File: config.mk
export PLATFORM = sky130hd
export DESIGN_NAME = mul16_issue_ctrl
export DESIGN_NICKNAME = d
export VERILOG_FILES = /design/src/rtl/mul_pkg.sv /design/src/rtl/mul_lat_cnt.sv /design/src/rtl/mul16_issue_ctrl.sv
export SDC_FILE = /design/constraint.sdc
export NUM_CORES = 1
export LEC_CHECK = 0
export ABC_AREA = 1
export CAP_MARGIN = 25
export CORE_UTILIZATION = 40
export DETAILED_ROUTE_END_ITERATION = 8
export GPL_TIMING_DRIVEN = 0
export PLACE_DENSITY = 0.78
export REMOVE_ABC_BUFFERS = 1
export SLEW_MARGIN = 20
export SYNTH_ARGS = -nofsm -noshare
export SYNTH_HDL_FRONTEND = slang
export SYNTH_SLANG_ARGS = --single-unit
File: constraint.sdc
create_clock -name clk -period 1.9 [get_ports clk]
set_clock_uncertainty 0.05 [all_clocks]
set_input_delay 0.19 -clock clk [delete_from_list [all_inputs] [get_ports clk]]
set_output_delay 0.19 -clock clk [all_outputs]
set_load 0.02 [all_outputs]
File: src/rtl/mul_pkg.sv
// Shared defaults and FSM state encoding for the 16-bit multiplier issue controller.
package mul_pkg;

    localparam int unsigned MUL_LATENCY = 17;
    localparam int unsigned MUL_WIDTH   = 16;

    typedef enum logic [1:0] {
        IDLE = 2'd0,
        RUN  = 2'd1,
        DONE = 2'd2
    } state_t;

endpackage

File: src/rtl/mul_lat_cnt.sv
// Latency counter: counts edges spent in RUN and flags the edge that completes the wait.
module mul_lat_cnt
    import mul_pkg::*;
#(
    parameter int unsigned LATENCY = MUL_LATENCY
) (
    input  logic clk,
    input  logic rst_n,
    input  logic clear,
    input  logic enable,
    output logic done
);

    localparam int unsigned CW = $clog2(LATENCY + 1);
    localparam logic [CW-1:0] LAST = CW'(LATENCY - 1);

    logic [CW-1:0] count;

    // Peak value is LATENCY, which always fits in CW bits, so it never wraps mid-operation.
    always_ff @(posedge clk or negedge rst_n) begin
        if (!rst_n) begin
            count <= '0;
        end else if (clear) begin
            count <= '0;
        end else if (enable) begin
            count <= count + CW'(1);
        end
    end

    assign done = enable && (count == LAST);

endmodule

File: src/rtl/mul16_issue_ctrl.sv
// Issue controller for an external fixed-latency multiplier: holds operands stable for
// LATENCY edges, captures the product and hands it off with valid/ready on both sides.
module mul16_issue_ctrl
    import mul_pkg::*;
#(
    parameter int unsigned LATENCY = MUL_LATENCY,
    parameter int unsigned WIDTH   = MUL_WIDTH
) (
    input  logic               clk,
    input  logic               rst_n,
    input  logic               in_valid,
    output logic               in_ready,
    input  logic [WIDTH-1:0]   in_a,
    input  logic [WIDTH-1:0]   in_b,
    output logic [WIDTH-1:0]   mul_a,
    output logic [WIDTH-1:0]   mul_b,
    output logic               mul_en,
    input  logic [2*WIDTH-1:0] mul_p,
    output logic               out_valid,
    input  logic               out_ready,
    output logic [2*WIDTH-1:0] out_p,
    output logic               busy
);

    state_t state;
    state_t state_next;
    logic   accept;
    logic   lat_done;

    always_ff @(posedge clk or negedge rst_n) begin
        if (!rst_n) begin
            state <= IDLE;
        end else begin
            state <= state_next;
        end
    end

    // In DONE a consumer take and a new accept can share one edge, going straight to RUN.
    always_comb begin
        state_next = state;
        in_ready   = 1'b0;
        mul_en     = 1'b0;
        busy       = 1'b0;
        case (state)
            IDLE: begin
                in_ready = rst_n;
                if (accept) begin
                    state_next = RUN;
                end
            end
            RUN: begin
                mul_en = 1'b1;
                busy   = 1'b1;
                if (lat_done) begin
                    state_next = DONE;
                end
            end
            DONE: begin
                in_ready = rst_n && out_ready;
                busy     = 1'b1;
                if (out_ready) begin
                    state_next = accept ? RUN : IDLE;
                end
            end
            default: begin
                state_next = IDLE;
            end
        endcase
    end

    assign accept = in_valid && in_ready;

    mul_lat_cnt #(
        .LATENCY (LATENCY)
    ) u_lat_cnt (
        .clk    (clk),
        .rst_n  (rst_n),
        .clear  (accept),
        .enable (mul_en),
        .done   (lat_done)
    );

    always_ff @(posedge clk or negedge rst_n) begin
        if (!rst_n) begin
            mul_a     <= '0;
            mul_b     <= '0;
            out_p     <= '0;
            out_valid <= 1'b0;
        end else begin
            if (accept) begin
                mul_a <= in_a;
                mul_b <= in_b;
            end
            if (lat_done) begin
                out_p     <= mul_p;
                out_valid <= 1'b1;
            end else if (state == DONE && out_ready) begin
                out_valid <= 1'b0;
            end
        end
    end

endmodule

==> results of run 1 <==
-- layer usage --
metal  up-vias  wire (um)
li1       1280          -
met1      1125       2780
met2        85       3450
met3         9        545
met4         0        100
met5         -          0
-- cells by family (layout without fill, tap and decap cells) --
group	count (synthesis)	after routing	synth area share, %
flip-flops	72	72	60.4
XOR/XNOR	3	3	0.881
AND/OR/NAND/NOR	160	160	20.8
AO/OA/AOI/OAI	35	35	5.87
buffers and inverters	61	204	9.48
adder cells (fa/ha/maj)	6	6	2.52
-- layout make-up --
type                    count  area [um2]  area share, %
flip-flops and latches     72        1800           37.9
repair buffers            140        1420           29.8
multi-input cells         204         918           19.3
clock inverters             5         150           3.16
well taps                  99         124           2.60
inverters                  48         193           4.05
clock buffers              11         151           3.18
-- critical path, stage by stage (launching register included) --
cell	delay [ps]
dfrtp_1	410
inv_1	90
ha_1	330
dlygate4sd2_1	380
-- per-stage QoR --
step                      setup WS, ps  TNS (ps)  utilization [%]  total power [mW]  cell area [um2]
after floorplan                   -574    -18420                -              4.47             2880
after global placement           -2500   -269120             60.4              6.26             4360
after detailed placement         -84.9     -1260             61.0              6.40             4400
after CTS                         37.8         0             65.6              8.18             4730
after global routing              1.77         0             65.9              8.61             4760
final                              110         0             65.9              8.11             4760
-- worst max-delay path by stage --
| stage | to |
|---|---|
| 2_1_floorplan | out_p[10] |
| 3_3_place_gp | mul_a[11] |
| 3_5_place_dp | mul_a[3] |
| 4_1_cts | in_ready |
| 5_1_grt | in_ready |
| 6_report | mul_en |
-- layout by cell type (no fill, tap or decap), types with 2 or more instances in the layout --
| cell | n |
|---|---|
| buf_12 | 3 |
| buf_4 | 2 |
| bufinv_16 | 5 |
| clkbuf_8 | 11 |
| clkdlybuf4s50_1 | 131 |
| dfrtp_1 | 72 |
| dlygate4sd2_1 | 2 |
| ha_1 | 6 |
| inv_1 | 46 |
| nand2_1 | 148 |
| nand3_1 | 2 |
| nor2_1 | 4 |
| nor3_1 | 2 |
| o21ai_0 | 29 |
| o21ai_1 | 5 |
| xor2_1 | 2 |
-- cell usage after synthesis, types with 2 or more instances --
cell / number
xor2_1: 2
o21ai_0: 29
buf_2: 5
o21ai_1: 5
nand3_1: 3
ha_1: 6
dfrtp_1: 72
buf_4: 2
inv_1: 46
nand2_1: 148
nor3_1: 2
nor2_1: 4
buf_6: 5
-- registers in the layout (all words and copies together), names as in the netlist --
register / flops
out_p: 32
mul_a: 16
mul_b: 16
state: 2
u_lat_cnt.count: 5
out_valid: 1
-- power groups by stage --
stage | logic (mW) | clock network, mW | registers, mW
2_1_floorplan | 0.939 | 0 | 3.53
3_3_place_gp | 3.59 | 0 | 2.66
3_5_place_dp | 3.70 | 0 | 2.70
4_1_cts | 3.70 | 1.80 | 2.69
5_1_grt | 3.99 | 1.86 | 2.76
6_report | 3.68 | 1.76 | 2.67
-- repair_timing --
item,4_1_cts,5_1_grt
hold endpoints to repair,34,0
setup endpoints to repair,37,58
gates resized for setup,7,4
buffers inserted,0,1
hold buffers,2,0
==> tab_implementation.tex, run 1 <==
\begin{tabular}{lr}
\hline
Metric & Value \\
\hline
\multicolumn{2}{l}{\textbf{Global routing}} \\
Number of antenna violations at the first check in global routing & 0 \\
Global-route usage over all layers & around 18\% \\
GR Util met3 & about 6\% \\
Number of global-route vias before repair & 2504 \\
GRT Max-Usage Layer & met2 \\
Global-route wire length before repair & around 11000 um \\
Congestion Overflow GR & 0 \\
Routing usage on met1 & 20.8\% \\
Fraction of met2 tracks used by global routing & around a third \\
Maximum number of pins on one net before global-route repair & 48 \\
\multicolumn{2}{l}{\textbf{Worst setup path}} \\
Worst r2r src & state[0] \\
Kind of start point of the critical path & flip-flop \\
Max Fanout on Critical Path & 8 \\
Capture point of the worst reg-to-reg path & mul\_a[3] \\
Reg-to-reg slack, setup & between 150 and 200 ps \\
WP data required & 1660 ps \\
Critical setup path kind & reg -> out \\
Reg2Reg Depth & 10 \\
Startpoint of the most critical setup path & state[1] \\
Arrival time reported for the critical path endpoint & between 1500 and 2000 ps \\
Kind of capture point of the worst setup path & output pin \\
\multicolumn{2}{l}{\textbf{Timing}} \\
Pins over their slew limit & 0 \\
Setup repair after global routing missed its margin & false \\
Minimum period implied by the final worst setup slack & 1790 ps \\
Max\_slew headroom & 79.5\% \\
Hold violation total from the final report & 0 \\
\# setup viols final & 0 \\
Worst Tran Pin Value & 308 ps \\
Final hold slack & approximately 330 ps \\
Maximum clock rate & $\sim$560 MHz \\
Ratio of final minimum period to clock period & a little over nine tenths \\
\multicolumn{2}{l}{\textbf{Logic synthesis}} \\
Portion of synthesized cell area occupied by the leading cell type & about three fifths \\
Post-Synthesis Cell Area & slightly below 3000 um2 \\
Sequential-to-total area share from yosys stat & between 60\% and 70\% \\
Synthesized area per cell & just under 9 um2 \\
Dominant register cell in the synthesized netlist & dfrtp\_1 \\
Number of enable flip-flop cells after synthesis & 0 \\
Leading post-synthesis cells by cell area & dfrtp\_1 60\%, nand2\_1 19\%, inv\_1 5.8\%, o21ai\_0 4.9\%, ha\_1 2.5\% \\
Cell type with the highest aggregate area in the netlist & dfrtp\_1 \\
Synth Register Bits & 72 \\
Number of synthesis warnings & 0 \\
Syn Inst Count & around 340 \\
Unique cell type count in the Yosys netlist & 21 \\
FFs w/ async S/R, synth & 100\% \\
\multicolumn{2}{l}{\textbf{Power and ir drop}} \\
Portion of total power attributed to combinational logic & between 40\% and 50\% \\
Share of power burned in registers & 33.0\% \\
Share of total power consumed by net switching & a little over a third \\
Power per Cell Area & roughly 1700 nW/um2 \\
Peak supply drop & between 0.0008 and 0.0009 V \\
Clock power frac & a little over a fifth \\
Internal portion of total power & 5.21 mW \\
Leakage power of the design & about 2.4 nW \\
Net switching component of the power & just under 3 mW \\
\multicolumn{2}{l}{\textbf{Placed design}} \\
Cell count after placement & 560 \\
Final GP Congestion & about 0.69 \\
Dpl hpwl & between 4000 and 5000 um \\
Input/output buffers & 135 \\
\multicolumn{2}{l}{\textbf{Outcome}} \\
Run status & finished, final reports clean \\
\multicolumn{2}{l}{\textbf{Clock network}} \\
CTS H-tree depth & 3 \\
Number of sinks on the clock net & just over 70 \\
Maximum count of clock buffers along a single path & 2 \\
Inserted Clock Buffers & 9 \\
Library cell used as clock root buffer & clkbuf\_8 \\
CTS clk-pin slew, worst paths & around 80 ps \\
CTS tree & done \\
Clock latency on the worst-skew pair & around 330 ps \\
\multicolumn{2}{l}{\textbf{Floorplanning}} \\
\# rows & 31 \\
Width of the die & between 80 and 90 um \\
Die Area & about 8000 um2 \\
Chip height & between 80 and 90 um \\
Standard cell core area & 7210 um2 \\
Ports & 136 \\
Initial core utilization & 41.3\% \\
\multicolumn{2}{l}{\textbf{Detailed routing}} \\
Post-Route WL & approximately 6900 um \\
Remaining routing DRC violations & 0 \\
Number of vias per cell & around 4.3 \\
Total via count in the routed design & roughly 2500 \\
Detailed Routing Iterations Pass 1 & 4 \\
Post-detailed-route count of antenna-violating nets & 0 \\
DR WL/cell & about 12 um \\
First-iteration detailed-routing DRC count & 120 \\
\multicolumn{2}{l}{\textbf{Cells and area}} \\
Final standard cell count with taps included and fillers excluded & slightly below 600 \\
Synthesis-to-finish area growth & 59.5\% \\
Inserted Diodes & 0 \\
Filler cell count in the final layout & 610 \\
Nets@finish & 549 \\
Ratio of cells with drive above 1 in the final layout & about 5.4\% \\
\multicolumn{2}{l}{\textbf{Worst hold path}} \\
Min-delay worst type & in -> reg \\
Hold Path End & mul\_b[11] \\
Launch instance of the worst min-delay path & in\_b[11] \\
Min-Delay Path Depth & 3 \\
\multicolumn{2}{l}{\textbf{Run}} \\
Max-capacitance violation count & 0 \\
\hline
\end{tabular}
No activity file was read; power rests on OpenSTA's default activity.
==> run 2: changes to the inputs <==
--- a/config.mk
+++ b/config.mk
@@ -15,4 +15,5 @@
 export SLEW_MARGIN = 20
 export SYNTH_ARGS = -nofsm -noshare
 export SYNTH_HDL_FRONTEND = slang
+export SYNTH_HIERARCHICAL = 1
 export SYNTH_SLANG_ARGS = --single-unit
==> run 2 against run 1 <==
Sequential power fell by 9.0%. Clock power down 20%. Via count rose by 11%. Largest power group unchanged.
==> tab_implementation.tex, run 2 <==
\begin{tabular}{lr}
\hline
Metric & Value \\
\hline
\multicolumn{2}{l}{\textbf{Cells and area}} \\
Synthesis-to-finish area growth & 65.7\% (was 59.5\%) \\
Ratio of cells with drive above 1 in the final layout & 15.6\% (was 5.42\%) \\
Finished layout cell area & 4970 um2 (was 4760 um2) \\
Leading cell types in the layout, fill and taps excluded & 201 x nand2\_1, 131 x clkdlybuf4s50\_1, 71 x dfrtp\_1, 21 x buf\_4, 14 x nand2\_2 (was 148 x nand2\_1, 131 x clkdlybuf4s50\_1, 72 x dfrtp\_1, 46 x inv\_1, 29 x o21ai\_0) \\
Inserted Diodes & 0 (unchanged) \\
Biggest regs & out\_p: 32 flops, mul\_a: 16 flops, mul\_b: 16 flops (unchanged) \\
Largest register by flop count & out\_p (unchanged) \\
Nets@finish & 578 (was 549) \\
Most common cell after layout, fill and taps aside & nand2\_1 (unchanged) \\
Filler cell count in the final layout & 547 (was 610) \\
Max reg flops & 32 (unchanged) \\
\multicolumn{2}{l}{\textbf{Logic synthesis}} \\
Leading post-synthesis cells by cell area & dfrtp\_1 60\%, nand2\_1 26\%, ha\_1 2.9\%, nand2\_2 1.9\%, inv\_1 1.3\% (was dfrtp\_1 60\%, nand2\_1 19\%, inv\_1 5.8\%, o21ai\_0 4.9\%, ha\_1 2.5\%) \\
Post-Synthesis Cell Area & 3000 um2 (was 2980 um2) \\
Portion of synthesized cell area occupied by the leading cell type & 60.1\% (was 60.4\%) \\
Synth Register Bits & 72 (unchanged) \\
Sequential-to-total area share from yosys stat & 60.1\% (was 60.4\%) \\
Syn Inst Count & 343 (was 337) \\
Top cells by count, synth & 207 x nand2\_1, 72 x dfrtp\_1, 10 x inv\_1 (was 148 x nand2\_1, 72 x dfrtp\_1, 46 x inv\_1) \\
Top-count cell post-synth & nand2\_1 (unchanged) \\
Number of synthesis warnings & 6 (was 0) \\
Number of enable flip-flop cells after synthesis & 0 (unchanged) \\
Cell type with the highest aggregate area in the netlist & dfrtp\_1 (unchanged) \\
Dominant register cell in the synthesized netlist & dfrtp\_1 (unchanged) \\
Synthesized area per cell & 8.74 um2 (was 8.85 um2) \\
Unique cell type count in the Yosys netlist & 22 (was 21) \\
FFs w/ async S/R, synth & 100\% (unchanged) \\
\multicolumn{2}{l}{\textbf{Floorplanning}} \\
\# rows & 31 (unchanged) \\
Initial core utilization & 41.3\% (about the same) \\
Die Area & 7840 um2 (was 7800 um2) \\
Chip height & 88.6 um (was 88.3 um) \\
Ports & 136 (unchanged) \\
Width of the die & 88.6 um (was 88.3 um) \\
Standard cell core area & 7250 um2 (was 7210 um2) \\
\multicolumn{2}{l}{\textbf{Global routing}} \\
Global-route usage over all layers & 20.0\% (was 18.3\%) \\
Maximum number of pins on one net before global-route repair & 48 (unchanged) \\
Number of global-route vias before repair & 2616 (was 2504) \\
Congestion Overflow GR & 0 (unchanged) \\
Global-route wire length before repair & 11900 um (was 10900 um) \\
Number of antenna violations at the first check in global routing & 0 (unchanged) \\
\multicolumn{2}{l}{\textbf{Power and ir drop}} \\
Clock power frac & 19.9\% (was 21.6\%) \\
Power per Cell Area & 1420 nW/um2 (was 1700 nW/um2) \\
Net switching component of the power & 2.61 mW (was 2.90 mW) \\
Share of total power consumed by net switching & 37.0\% (was 35.7\%) \\
Leakage power of the design & 2.38 nW (was 2.42 nW) \\
Peak supply drop & 0.000558 V (was 0.000807 V) \\
Internal portion of total power & 4.43 mW (was 5.21 mW) \\
Share of power burned in registers & 34.6\% (was 33.0\%) \\
Portion of total power attributed to combinational logic & 45.5\% (was 45.4\%) \\
\multicolumn{2}{l}{\textbf{Detailed routing}} \\
DR WL/cell & 13.5 um (was 11.9 um) \\
Number of vias per cell & 4.56 (was 4.32) \\
Remaining routing DRC violations & 0 (unchanged) \\
Post-Route WL & 8210 um (was 6880 um) \\
First-iteration detailed-routing DRC count & 41 (was 120) \\
Detailed Routing Iterations Pass 1 & 4 (unchanged) \\
Total via count in the routed design & 2766 (was 2499) \\
Post-detailed-route count of antenna-violating nets & 0 (unchanged) \\
\multicolumn{2}{l}{\textbf{Timing}} \\
Pins over their slew limit & 0 (unchanged) \\
Ratio of final minimum period to clock period & 95.5\% (was 94.2\%) \\
Final hold slack & 278 ps (was 329 ps) \\
Minimum period implied by the final worst setup slack & 1820 ps (was 1790 ps) \\
Hold violation total from the final report & 0 (unchanged) \\
Max\_slew headroom & 70.3\% (was 79.5\%) \\
Maximum clock rate & 551 MHz (was 559 MHz) \\
\# setup viols final & 0 (unchanged) \\
Worst Tran Pin Value & 444 ps (was 308 ps) \\
\multicolumn{2}{l}{\textbf{Clock network}} \\
Library cell used as clock root buffer & clkbuf\_8 (unchanged) \\
Number of sinks on the clock net & 72 (unchanged) \\
CTS tree & done (unchanged) \\
Inserted Clock Buffers & 9 (unchanged) \\
CTS H-tree depth & 3 (unchanged) \\
Maximum count of clock buffers along a single path & 2 (unchanged) \\
CTS clk-pin slew, worst paths & 80 ps (about the same) \\
Clock latency on the worst-skew pair & 320 ps (was 330 ps) \\
\multicolumn{2}{l}{\textbf{Worst setup path}} \\
Critical setup path kind & reg -> reg (was reg -> out) \\
Kind of start point of the critical path & flip-flop (unchanged) \\
Reg2Reg Depth & 13 (was 10) \\
Kind of capture point of the worst setup path & flip-flop (was output pin) \\
WP data required & 2110 ps (was 1660 ps) \\
Arrival time reported for the critical path endpoint & 2030 ps (was 1550 ps) \\
Max Fanout on Critical Path & 4 (was 8) \\
\multicolumn{2}{l}{\textbf{Placed design}} \\
Input/output buffers & 135 (unchanged) \\
Final GP Congestion & 0.767 (was 0.689) \\
Cell area after placement & 4440 um2 (was 4400 um2) \\
Dpl hpwl & 5330 um (was 4960 um) \\
\multicolumn{2}{l}{\textbf{Outcome}} \\
Run status & finished, final reports clean (unchanged) \\
\multicolumn{2}{l}{\textbf{Worst hold path}} \\
Min-delay worst type & in -> async (was in -> reg) \\
\multicolumn{2}{l}{\textbf{Run}} \\
Max-capacitance violation count & 0 (unchanged) \\
\hline
\end{tabular}
==> run 2: cell types whose count changed in the layout (fill, tap and decap cells not counted), moves of 3 or more <==
| cell | delta |
|---|---|
| buf_12 | -3 |
| nand2_1 | +53 |
| o21ai_0 | -29 |
| buf_4 | +19 |
| inv_1 | -41 |
| inv_2 | +5 |
| nand2_2 | +14 |
| nor2_4 | +4 |
| bufinv_16 | -3 |
| o21ai_1 | -5 |
==> run 2: layout make-up <==
class                   count  area, um2  area share (%)
clock buffers              12        165            3.33
inverters                  15        101            2.04
repair inverters            2       20.0           0.403
flip-flops and latches     72       1800            36.3
clock inverters             4       73.8            1.49
repair buffers            159       1550            31.2
well taps                  99        124            2.49
multi-input cells         244       1130            22.7
==> run 2: path summary, 6_finish.rpt <==
path | end | from | slack, ps
max | state[0] | u_lat_cnt/count[0] | 80
max in group asynchronous | state[0] | rst_n | 960
min | mul_a[8] | rst_n | 280
max reg2reg | state[0] | u_lat_cnt/count[0] | 80
min reg2reg | out_p[18] | out_p[18] | 430
min in group clk | out_p[22] | mul_p[22] | 340
==> run 2: worst max-delay path, cell delays in order, from the launching register on <==
cell and delay [ps]:
dfrtp_1 400, inv_2 90, ha_2 180, inv_2 50
nor4_4 250, buf_6 210, clkinv_16 60, nand2_2 40
nand2_1 50, inv_2 70, nand2_4 60, nor2_4 110
nand2_2 60, nand2_2 70
==> run 2: power groups by stage <==
stage / clock (mW) / combinational [mW] / sequential, mW
finish: 1.40 / 3.20 / 2.43
CTS: 1.43 / 3.00 / 2.42
global placement: 0 / 2.83 / 2.39
detailed placement: 0 / 2.91 / 2.43
floorplan: 0 / 0.859 / 3.00
global route: 1.51 / 3.46 / 2.48
==> run 2: repair_timing <==
item,in CTS,in global routing
gates resized for setup,22,18
hold buffers,1,0
endpoints found under the hold margin,25,0
pin swaps,1,6
setup endpoints to repair,52,31
cloned,2,1
setup buffers,5,14
==> run 2: stage by stage <==
step                      utilization [%]  setup slack (ps)  std cells  total power, mW  TNS, ps
after floorplan                         -             -2750        330             3.86   -88120
after global placement               60.5             -4920        564             5.22  -394340
after detailed placement             61.3              -503        569             5.34    -9400
after CTS                            66.3              11.1        593             6.85        0
after global routing                 68.5             -31.3        607             7.45    -31.3
final                                68.5              84.6        607             7.03        0
==> run 2: cells by family (layout without fill, tap and decap cells) <==
logic type	Yosys count	in the layout	synth area share, %
compound gates	4	4	0.877
fa+ha+maj	7	7	2.92
buf+inv	28	192	4.97
flops	72	72	60.1
simple gates	232	233	31.1
==> run 2: layer usage <==
| metal | GRT usage [%] | part of all wire, % | up-vias |
|---|---|---|---|
| met4 | 8.06 | 1.3 | 0 |
| met2 | 34.6 | 49 | 108 |
| met1 | 22.8 | 40 | 1297 |
| met3 | 6.81 | 9.4 | 9 |
| li1 | - | - | 1352 |
| met5 | 0 | 0 | - |
